`src/rtl/msi_snoop_cache_ctrl_pkg.sv`:
```
`default_nettype none
// ============================================================================
// Module      : msi_pkg
// Description : Shared encodings for the MSI snooping cache controller:
//               line states, bus message codes and controller FSM states.
// Revision    : 1.0 - initial release
// ============================================================================
package msi_pkg;

  // Line coherence states (2'b11 is unused and behaves as Invalid)
  localparam logic [1:0] ST_INVALID = 2'b00;
  localparam logic [1:0] ST_EXCL    = 2'b01;
  localparam logic [1:0] ST_SHARED  = 2'b10;

  // Bus message codes
  localparam logic [2:0] MSG_EMPTY      = 3'b000;
  localparam logic [2:0] MSG_READ_MISS  = 3'b001;
  localparam logic [2:0] MSG_INVALIDATE = 3'b010;
  localparam logic [2:0] MSG_WRITE_MISS = 3'b011;
  localparam logic [2:0] MSG_WRITE_BACK = 3'b100;
  localparam logic [2:0] MSG_WB_CACHE   = 3'b101;

  // Controller FSM states
  typedef enum logic [1:0] {
    FSM_IDLE     = 2'b00,
    FSM_PROC_BUS = 2'b01,
    FSM_SNOOP_WB = 2'b10
  } fsm_t;

  // A line only counts as valid in Exclusive or Shared
  function automatic logic line_valid(input logic [1:0] st);
    return (st == ST_EXCL) || (st == ST_SHARED);
  endfunction

endpackage
`default_nettype wire

```
`src/rtl/msi_snoop_cache_ctrl_line_array.sv`:
```
`default_nettype none
// ============================================================================
// Module      : msi_line_array
// Description : Per-line coherence state and tag storage. One synchronous
//               write port, three combinational read ports (proc/snoop/probe).
// Revision    : 1.0 - initial release
// ============================================================================
module msi_line_array
  import msi_pkg::*;
#(
  parameter int ADDR_W = 8,
  parameter int IDX_W  = 2
) (
  input  logic                    clk,
  input  logic                    rst,
  input  logic                    we,
  input  logic [IDX_W-1:0]        widx,
  input  logic [1:0]              wstate,
  input  logic [ADDR_W-IDX_W-1:0] wtag,
  input  logic [IDX_W-1:0]        proc_idx,
  output logic [1:0]              proc_state,
  output logic [ADDR_W-IDX_W-1:0] proc_tag,
  input  logic [IDX_W-1:0]        snoop_idx,
  output logic [1:0]              snoop_state,
  output logic [ADDR_W-IDX_W-1:0] snoop_tag,
  input  logic [IDX_W-1:0]        probe_idx,
  output logic [1:0]              probe_state,
  output logic [ADDR_W-IDX_W-1:0] probe_tag
);

  localparam int NUM_LINES = 2 ** IDX_W;
  localparam int TAG_W     = ADDR_W - IDX_W;

  logic [1:0]       r_state [NUM_LINES];
  logic [TAG_W-1:0] r_tag   [NUM_LINES];

  // Line storage: cleared to Invalid/tag 0 on reset, single write port
  always_ff @(posedge clk or posedge rst) begin
    if (rst) begin
      for (int i = 0; i < NUM_LINES; i++) begin
        r_state[i] <= ST_INVALID;
        r_tag[i]   <= '0;
      end
    end else if (we) begin
      r_state[widx] <= wstate;
      r_tag[widx]   <= wtag;
    end
  end

  assign proc_state  = r_state[proc_idx];
  assign proc_tag    = r_tag[proc_idx];
  assign snoop_state = r_state[snoop_idx];
  assign snoop_tag   = r_tag[snoop_idx];
  assign probe_state = r_state[probe_idx];
  assign probe_tag   = r_tag[probe_idx];

endmodule
`default_nettype wire

```
`src/rtl/msi_snoop_cache_ctrl.sv`:
```
`default_nettype none
// ============================================================================
// Module      : msi_snoop_cache_ctrl
// Description : MSI snooping coherence controller for a direct-mapped cache.
//               Serves processor requests and snooped messages, emitting
//               coherence/write-back messages over a valid/ready bus.
// Revision    : 1.0 - initial release
// ============================================================================
module msi_snoop_cache_ctrl
  import msi_pkg::*;
#(
  parameter int ADDR_W = 8,
  parameter int IDX_W  = 2
) (
  input  logic                    clk,
  input  logic                    rst,
  input  logic                    proc_valid,
  output logic                    proc_ready,
  input  logic                    proc_write,
  input  logic [ADDR_W-1:0]       proc_addr,
  output logic                    proc_done,
  output logic                    proc_hit,
  input  logic                    snoop_valid,
  output logic                    snoop_ready,
  input  logic [2:0]              snoop_msg,
  input  logic [ADDR_W-1:0]       snoop_addr,
  output logic                    bus_valid,
  input  logic                    bus_ready,
  output logic [2:0]              bus_msg,
  output logic [ADDR_W-1:0]       bus_addr,
  input  logic [IDX_W-1:0]        probe_idx,
  output logic [1:0]              probe_state,
  output logic [ADDR_W-IDX_W-1:0] probe_tag
);

  localparam int TAG_W = ADDR_W - IDX_W;

  // New line state after a processor access
  function automatic logic [1:0] proc_new_state(input logic [1:0] st, input logic hit,
                                                input logic wr);
    if (hit && st == ST_EXCL) return ST_EXCL;
    return wr ? ST_EXCL : ST_SHARED;
  endfunction

  // Processor message sequence {first, second}; MSG_EMPTY marks "none"
  function automatic logic [5:0] proc_msgs(input logic [1:0] st, input logic hit,
                                           input logic wr);
    if (!line_valid(st))  return {(wr ? MSG_WRITE_MISS : MSG_READ_MISS), MSG_EMPTY};
    if (st == ST_EXCL) begin
      if (hit)            return {MSG_EMPTY, MSG_EMPTY};
      return wr ? {MSG_WB_CACHE, MSG_WRITE_MISS} : {MSG_WRITE_BACK, MSG_READ_MISS};
    end
    if (hit)              return {(wr ? MSG_INVALIDATE : MSG_EMPTY), MSG_EMPTY};
    return {(wr ? MSG_WRITE_MISS : MSG_READ_MISS), MSG_EMPTY};
  endfunction

  // Snoop reaction on a hit: {new state, write-back required}
  function automatic logic [2:0] snoop_next(input logic [1:0] st, input logic [2:0] msg);
    case (msg)
      MSG_READ_MISS:  return (st == ST_EXCL) ? {ST_SHARED, 1'b1} : {st, 1'b0};
      MSG_WRITE_MISS: return {ST_INVALID, (st == ST_EXCL)};
      MSG_INVALIDATE: return {ST_INVALID, 1'b0};
      default:        return {st, 1'b0};
    endcase
  endfunction

  fsm_t              r_fsm, w_fsm_n;
  logic [2:0]        r_bus_msg, w_bus_msg_n, r_msg2, w_msg2_n;
  logic [ADDR_W-1:0] r_bus_addr, w_bus_addr_n, r_addr2, w_addr2_n;
  logic [ADDR_W-1:0] r_req_addr, w_req_addr_n;
  logic [1:0]        r_req_state, w_req_state_n;
  logic              r_pend, w_pend_n, r_done, w_done_n, r_hit, w_hit_n;

  logic              w_we;
  logic [IDX_W-1:0]  w_widx;
  logic [1:0]        w_wstate;
  logic [TAG_W-1:0]  w_wtag;
  logic [1:0]        w_proc_st, w_snp_st;
  logic [TAG_W-1:0]  w_proc_ltag, w_snp_ltag;
  logic              w_proc_hit, w_snp_hit;
  logic [5:0]        w_msgs;
  logic [2:0]        w_snp_res;

  msi_line_array #(.ADDR_W(ADDR_W), .IDX_W(IDX_W)) u_lines (
    .clk         (clk),
    .rst         (rst),
    .we          (w_we),
    .widx        (w_widx),
    .wstate      (w_wstate),
    .wtag        (w_wtag),
    .proc_idx    (proc_addr[IDX_W-1:0]),
    .proc_state  (w_proc_st),
    .proc_tag    (w_proc_ltag),
    .snoop_idx   (snoop_addr[IDX_W-1:0]),
    .snoop_state (w_snp_st),
    .snoop_tag   (w_snp_ltag),
    .probe_idx   (probe_idx),
    .probe_state (probe_state),
    .probe_tag   (probe_tag)
  );

  assign w_proc_hit = line_valid(w_proc_st) && (w_proc_ltag == proc_addr[ADDR_W-1:IDX_W]);
  assign w_snp_hit  = line_valid(w_snp_st) && (w_snp_ltag == snoop_addr[ADDR_W-1:IDX_W]);
  assign w_msgs     = proc_msgs(w_proc_st, w_proc_hit, proc_write);
  assign w_snp_res  = snoop_next(w_snp_st, snoop_msg);

  assign proc_ready  = (r_fsm == FSM_IDLE) && !snoop_valid;
  assign snoop_ready = (r_fsm == FSM_IDLE);
  assign bus_valid   = (r_fsm != FSM_IDLE);
  assign bus_msg     = r_bus_msg;
  assign bus_addr    = r_bus_addr;
  assign proc_done   = r_done;
  assign proc_hit    = r_hit;

  // Controller state and held bus message; reset aborts any operation
  always_ff @(posedge clk or posedge rst) begin
    if (rst) begin
      r_fsm       <= FSM_IDLE;
      r_bus_msg   <= MSG_EMPTY;
      r_bus_addr  <= '0;
      r_msg2      <= MSG_EMPTY;
      r_addr2     <= '0;
      r_req_addr  <= '0;
      r_req_state <= ST_INVALID;
      r_pend      <= 1'b0;
      r_done      <= 1'b0;
      r_hit       <= 1'b0;
    end else begin
      r_fsm       <= w_fsm_n;
      r_bus_msg   <= w_bus_msg_n;
      r_bus_addr  <= w_bus_addr_n;
      r_msg2      <= w_msg2_n;
      r_addr2     <= w_addr2_n;
      r_req_addr  <= w_req_addr_n;
      r_req_state <= w_req_state_n;
      r_pend      <= w_pend_n;
      r_done      <= w_done_n;
      r_hit       <= w_hit_n;
    end
  end

  // Next-state, bus message sequencing and line-array write control
  always_comb begin
    w_fsm_n       = r_fsm;
    w_bus_msg_n   = r_bus_msg;
    w_bus_addr_n  = r_bus_addr;
    w_msg2_n      = r_msg2;
    w_addr2_n     = r_addr2;
    w_req_addr_n  = r_req_addr;
    w_req_state_n = r_req_state;
    w_pend_n      = r_pend;
    w_done_n      = 1'b0;
    w_hit_n       = 1'b0;
    w_we          = 1'b0;
    w_widx        = proc_addr[IDX_W-1:0];
    w_wstate      = ST_INVALID;
    w_wtag        = proc_addr[ADDR_W-1:IDX_W];
    case (r_fsm)
      FSM_IDLE: begin
        if (snoop_valid) begin
          // Snoops take priority; misses are accepted and dropped
          if (w_snp_hit) begin
            w_we     = 1'b1;
            w_widx   = snoop_addr[IDX_W-1:0];
            w_wtag   = snoop_addr[ADDR_W-1:IDX_W];
            w_wstate = w_snp_res[2:1];
            if (w_snp_res[0]) begin
              w_fsm_n      = FSM_SNOOP_WB;
              w_bus_msg_n  = MSG_WRITE_BACK;
              w_bus_addr_n = snoop_addr;
            end
          end
        end else if (proc_valid) begin
          if (w_msgs[5:3] == MSG_EMPTY) begin
            w_we     = 1'b1;
            w_wstate = proc_new_state(w_proc_st, w_proc_hit, proc_write);
            w_done_n = 1'b1;
            w_hit_n  = 1'b1;
          end else begin
            w_fsm_n       = FSM_PROC_BUS;
            w_bus_msg_n   = w_msgs[5:3];
            // Write-backs carry the victim line's address
            w_bus_addr_n  = (w_msgs[5:3] == MSG_WRITE_BACK || w_msgs[5:3] == MSG_WB_CACHE)
                            ? {w_proc_ltag, proc_addr[IDX_W-1:0]} : proc_addr;
            w_pend_n      = (w_msgs[2:0] != MSG_EMPTY);
            w_msg2_n      = w_msgs[2:0];
            w_addr2_n     = proc_addr;
            w_req_addr_n  = proc_addr;
            w_req_state_n = proc_new_state(w_proc_st, w_proc_hit, proc_write);
          end
        end
      end
      FSM_PROC_BUS: begin
        if (bus_ready) begin
          if (r_pend) begin
            w_bus_msg_n  = r_msg2;
            w_bus_addr_n = r_addr2;
            w_pend_n     = 1'b0;
          end else begin
            w_we     = 1'b1;
            w_widx   = r_req_addr[IDX_W-1:0];
            w_wtag   = r_req_addr[ADDR_W-1:IDX_W];
            w_wstate = r_req_state;
            w_done_n = 1'b1;
            w_fsm_n  = FSM_IDLE;
          end
        end
      end
      FSM_SNOOP_WB: begin
        if (bus_ready) w_fsm_n = FSM_IDLE;
      end
      default: w_fsm_n = FSM_IDLE;
    endcase
  end

endmodule
`default_nettype wire

```
`config.mk`:
```
export PLATFORM = sky130hd
export DESIGN_NAME = msi_snoop_cache_ctrl
export DESIGN_NICKNAME = d
export VERILOG_FILES = /design/src/rtl/msi_snoop_cache_ctrl_pkg.sv /design/src/rtl/msi_snoop_cache_ctrl_line_array.sv /design/src/rtl/msi_snoop_cache_ctrl.sv
export SDC_FILE = /design/constraint.sdc
export NUM_CORES = 1
export LEC_CHECK = 0
export ABC_CLOCK_PERIOD_IN_PS = 3200
export BUFFER_PORTS_ARGS = -buffer_cell sky130_fd_sc_hd__clkbuf_2
export CAP_MARGIN = 10
export CORE_MARGIN = 4
export CORE_UTILIZATION = 30
export CTS_CLUSTER_SIZE = 14
export DETAILED_ROUTE_END_ITERATION = 8
export PLACE_DENSITY = 0.46
export SETUP_SLACK_MARGIN = 0.1
export SYNTH_ARGS = -nofsm -noshare
export SYNTH_HDL_FRONTEND = slang
export SYNTH_SLANG_ARGS = --single-unit
export TNS_END_PERCENT = 50
```
`constraint.sdc`:
```
create_clock -name clk -period 3.2 [get_ports clk]
set_input_delay 0.16 -clock clk [delete_from_list [all_inputs] [get_ports clk]]
set_output_delay 0.16 -clock clk [all_outputs]
set_load 0.05 [all_outputs]
```
==> reports/metrics.cfg <==
[cells_and_area]
fin_area_um2 = 4670
diodes = 0
syn_to_final_growth_pct = 18.8
final_common_cell = dfrtp_1
final_cell_mix = 60 x dfrtp_1, 50 x mux2_2, 50 x clkbuf_2
nNetsFinal = 429
drive_gt1_share_pct = 39.4
postLayoutCoreUtil_pct = 36.7

[critical_path]
cp-end-kind = flop
crit_fanout = 8
crit_required_ns = 3.42
critical_path_arrival_ns = 3.21
start_kind = flop
worstSetupPathType = flop to flop

[sta]
setup_viol = 0
hold_violations = 0
rsz0062_at_grt = true
final.setup.worst_slack_ns = 0.213
relSlewSlack_pct = 49.8
worst_pin_slew_ns = 0.751
skew_ns = 0.00728
drv_slew = 0
fin_crit_ns = 2.99
max_freq_mhz = 335
fin_crit_sh_pct = 93.4
tns_ns = 0

[routing]
via_count = 2900
wire_per_inst_um = 19.5
dr.pass1.iters = 4
first_iter_violations = 123
routed_wl_mm = 11.2
drc_errors = 0
avgViaCountPerCell = 5.06
drtAntennaViolNets = 0

[run_status]
status = completed

[synth]
ys_types = 52
synth_seq_cells = 60
postSynth.asyncResetShare_pct = 100
syn-num-nets = 373
dominantRegCellSynth = dfrtp_1
synth-edff-count = 0
netlist_instances = 341
syn_area_per_cell_um2 = 11.5
ys_seq_area_share_pct = 38.2
yosysWarnings = 0
syn-cell-area_um2 = 3930

[floorplan]
dieArea_um2 = 15000
chipHeight_um = 122
chipWidth_um = 122
core-area_um2 = 12700
io_pins = 51
initial_core_util_pct = 30.9
rows = 41

[power]
p_leak_nw = 2.08
vdd_drop_max_mv = 0.266
powerDensity_nw_per_um2 = 744
power_w = 0.00347

[worst_hold_path]
hold_path.class = input pin to flop

[cts]
path_clk_slew_ns = 0.06
root_buffer = clkbuf_16
numCtsBuffers = 9
post_cts_buffers = 0
cts_sinks = 60
clk_path_buf_depth = 2
tritoncts = built
clk_latency_ns = 0.33
htreeDepth = 3

[grt]
grt.total_usage_pct = 16.0
grt_max_degree = 35
antenna_found_initial = 0
grt_pass1_vias = 2993
gr-total-overflow = 0
grt_first_pass_wirelength_mm = 17.7

[run]
max-cap-violations = 0

[placement]
place_ws_ns = 0.00542
hpwl_mm = 8.61
port_buffers = 50
placed_area_um2 = 4380
gp_congestion = 0.845

report_power, final:
group	internal (W)	switching (W)	total, W
Combinational	0.000575	0.000800	0.00138
Clock	0.000559	0.000340	0.000899
Sequential	0.000989	0.000209	0.00120
cell families after synthesis:
logic type               count (synthesis)  share of synthesized area (%)
multiplexers                            91                           30.2
flip-flops                              60                           38.2
XOR/XNOR                                14                           3.12
adder cells (fa/ha/maj)                  5                           1.59
AO/OA/AOI/OAI                           57                           11.8
AND/OR/NAND/NOR                         82                           11.0
buffers and inverters                   32                           4.08
what timing repair did:
item / 4_1_cts / 5_1_grt
endpoints found under the setup margin: 0 / 24
endpoints found under the hold margin: 33 / 0
gates resized for setup: 0 / 1
hold buffers: 1 / 0
per-layer routing:
metal	global-route usage [%]	wire, um	up-vias
li1	-	-	1381
met1	20.9	5090	1418
met2	26.2	5410	74
met3	2.44	341	27
met4	7.42	322	0
met5	0	0	-
sequential cells by signal, summed over array words and instances, names as in the netlist, 2 cells and up:
name / cells
bus_addr: 8
bus_msg: 3
r_fsm: 2
r_msg2: 2
r_req_addr: 8
r_req_state: 2
u_lines.r_state: 8
u_lines.r_tag: 24
path summary, 6_finish.rpt:
kind                                   from               end  slack (ns)  depth (start not counted)
max in group asynchronous               rst     r_req_addr[1]        1.82                          4
min                              proc_write         r_msg2[1]        0.12                          3
min in group asynchronous               rst  u_lines.r_tag[9]        0.50                          3
min reg2reg                  r_req_state[1]    r_req_state[1]        0.48                          2
max                        u_lines.r_tag[3]  u_lines.r_tag[3]        0.21                          7
max reg2reg                u_lines.r_tag[3]  u_lines.r_tag[3]        0.21                          7
Yosys cell counts, types with 2 or more instances:
| cell type | n | area (um^2) |
|---|---|---|
| nand2b_1 | 7 | 43.8 |
| or2_2 | 4 | 25.0 |
| a22oi_1 | 4 | 30.0 |
| nor2_1 | 11 | 41.3 |
| o31ai_1 | 2 | 15.0 |
| nor4_1 | 2 | 12.5 |
| nor2b_1 | 6 | 37.5 |
| a21oi_1 | 3 | 15.0 |
| a21o_1 | 4 | 30.0 |
| nand2_1 | 27 | 101 |
| buf_6 | 4 | 45.0 |
| ha_1 | 5 | 62.6 |
| and3_1 | 2 | 12.5 |
| inv_1 | 13 | 48.8 |
| xnor2_1 | 14 | 123 |
| o21ai_0 | 14 | 70.1 |
| a22o_1 | 7 | 61.3 |
| mux4_2 | 17 | 383 |
| mux2_2 | 50 | 563 |
| mux2i_1 | 24 | 240 |
| buf_2 | 5 | 25.0 |
| clkbuf_1 | 9 | 33.8 |
| a2bb2oi_1 | 2 | 17.5 |
| a221o_1 | 4 | 40.0 |
| nor3_1 | 6 | 30.0 |
| nand3_1 | 7 | 35.0 |
| o311ai_0 | 4 | 35.0 |
| dfrtp_1 | 60 | 1500 |
critical path, cell delays in order (launching register included):
cell	delay [ns]
dfrtp_1	0.41
mux4_2	0.52
xnor2_1	0.22
o2111ai_1	0.21
or2_0	0.31
o311ai_4	0.39
a21boi_4	0.43
mux2_2	0.38
stage by stage:
stage	hold slack, ns	cells
global placement	0.323	557
detailed placement	0.338	557
finish	0.116	573
floorplan	0.296	341
CTS	0.108	573
global route	0.163	573
layout make-up:
cell class | instances | area, um^2
multi-input cells | 249 | 2270
fillers | 1340 | 8060
clock buffers | 13 | 260
clock inverters | 2 | 10.0
repair buffers | 64 | 358
flip-flops and latches | 60 | 1500
inverters | 13 | 48.8
well taps | 172 | 215
Note: power is estimated with default switching activity, not from simulation.
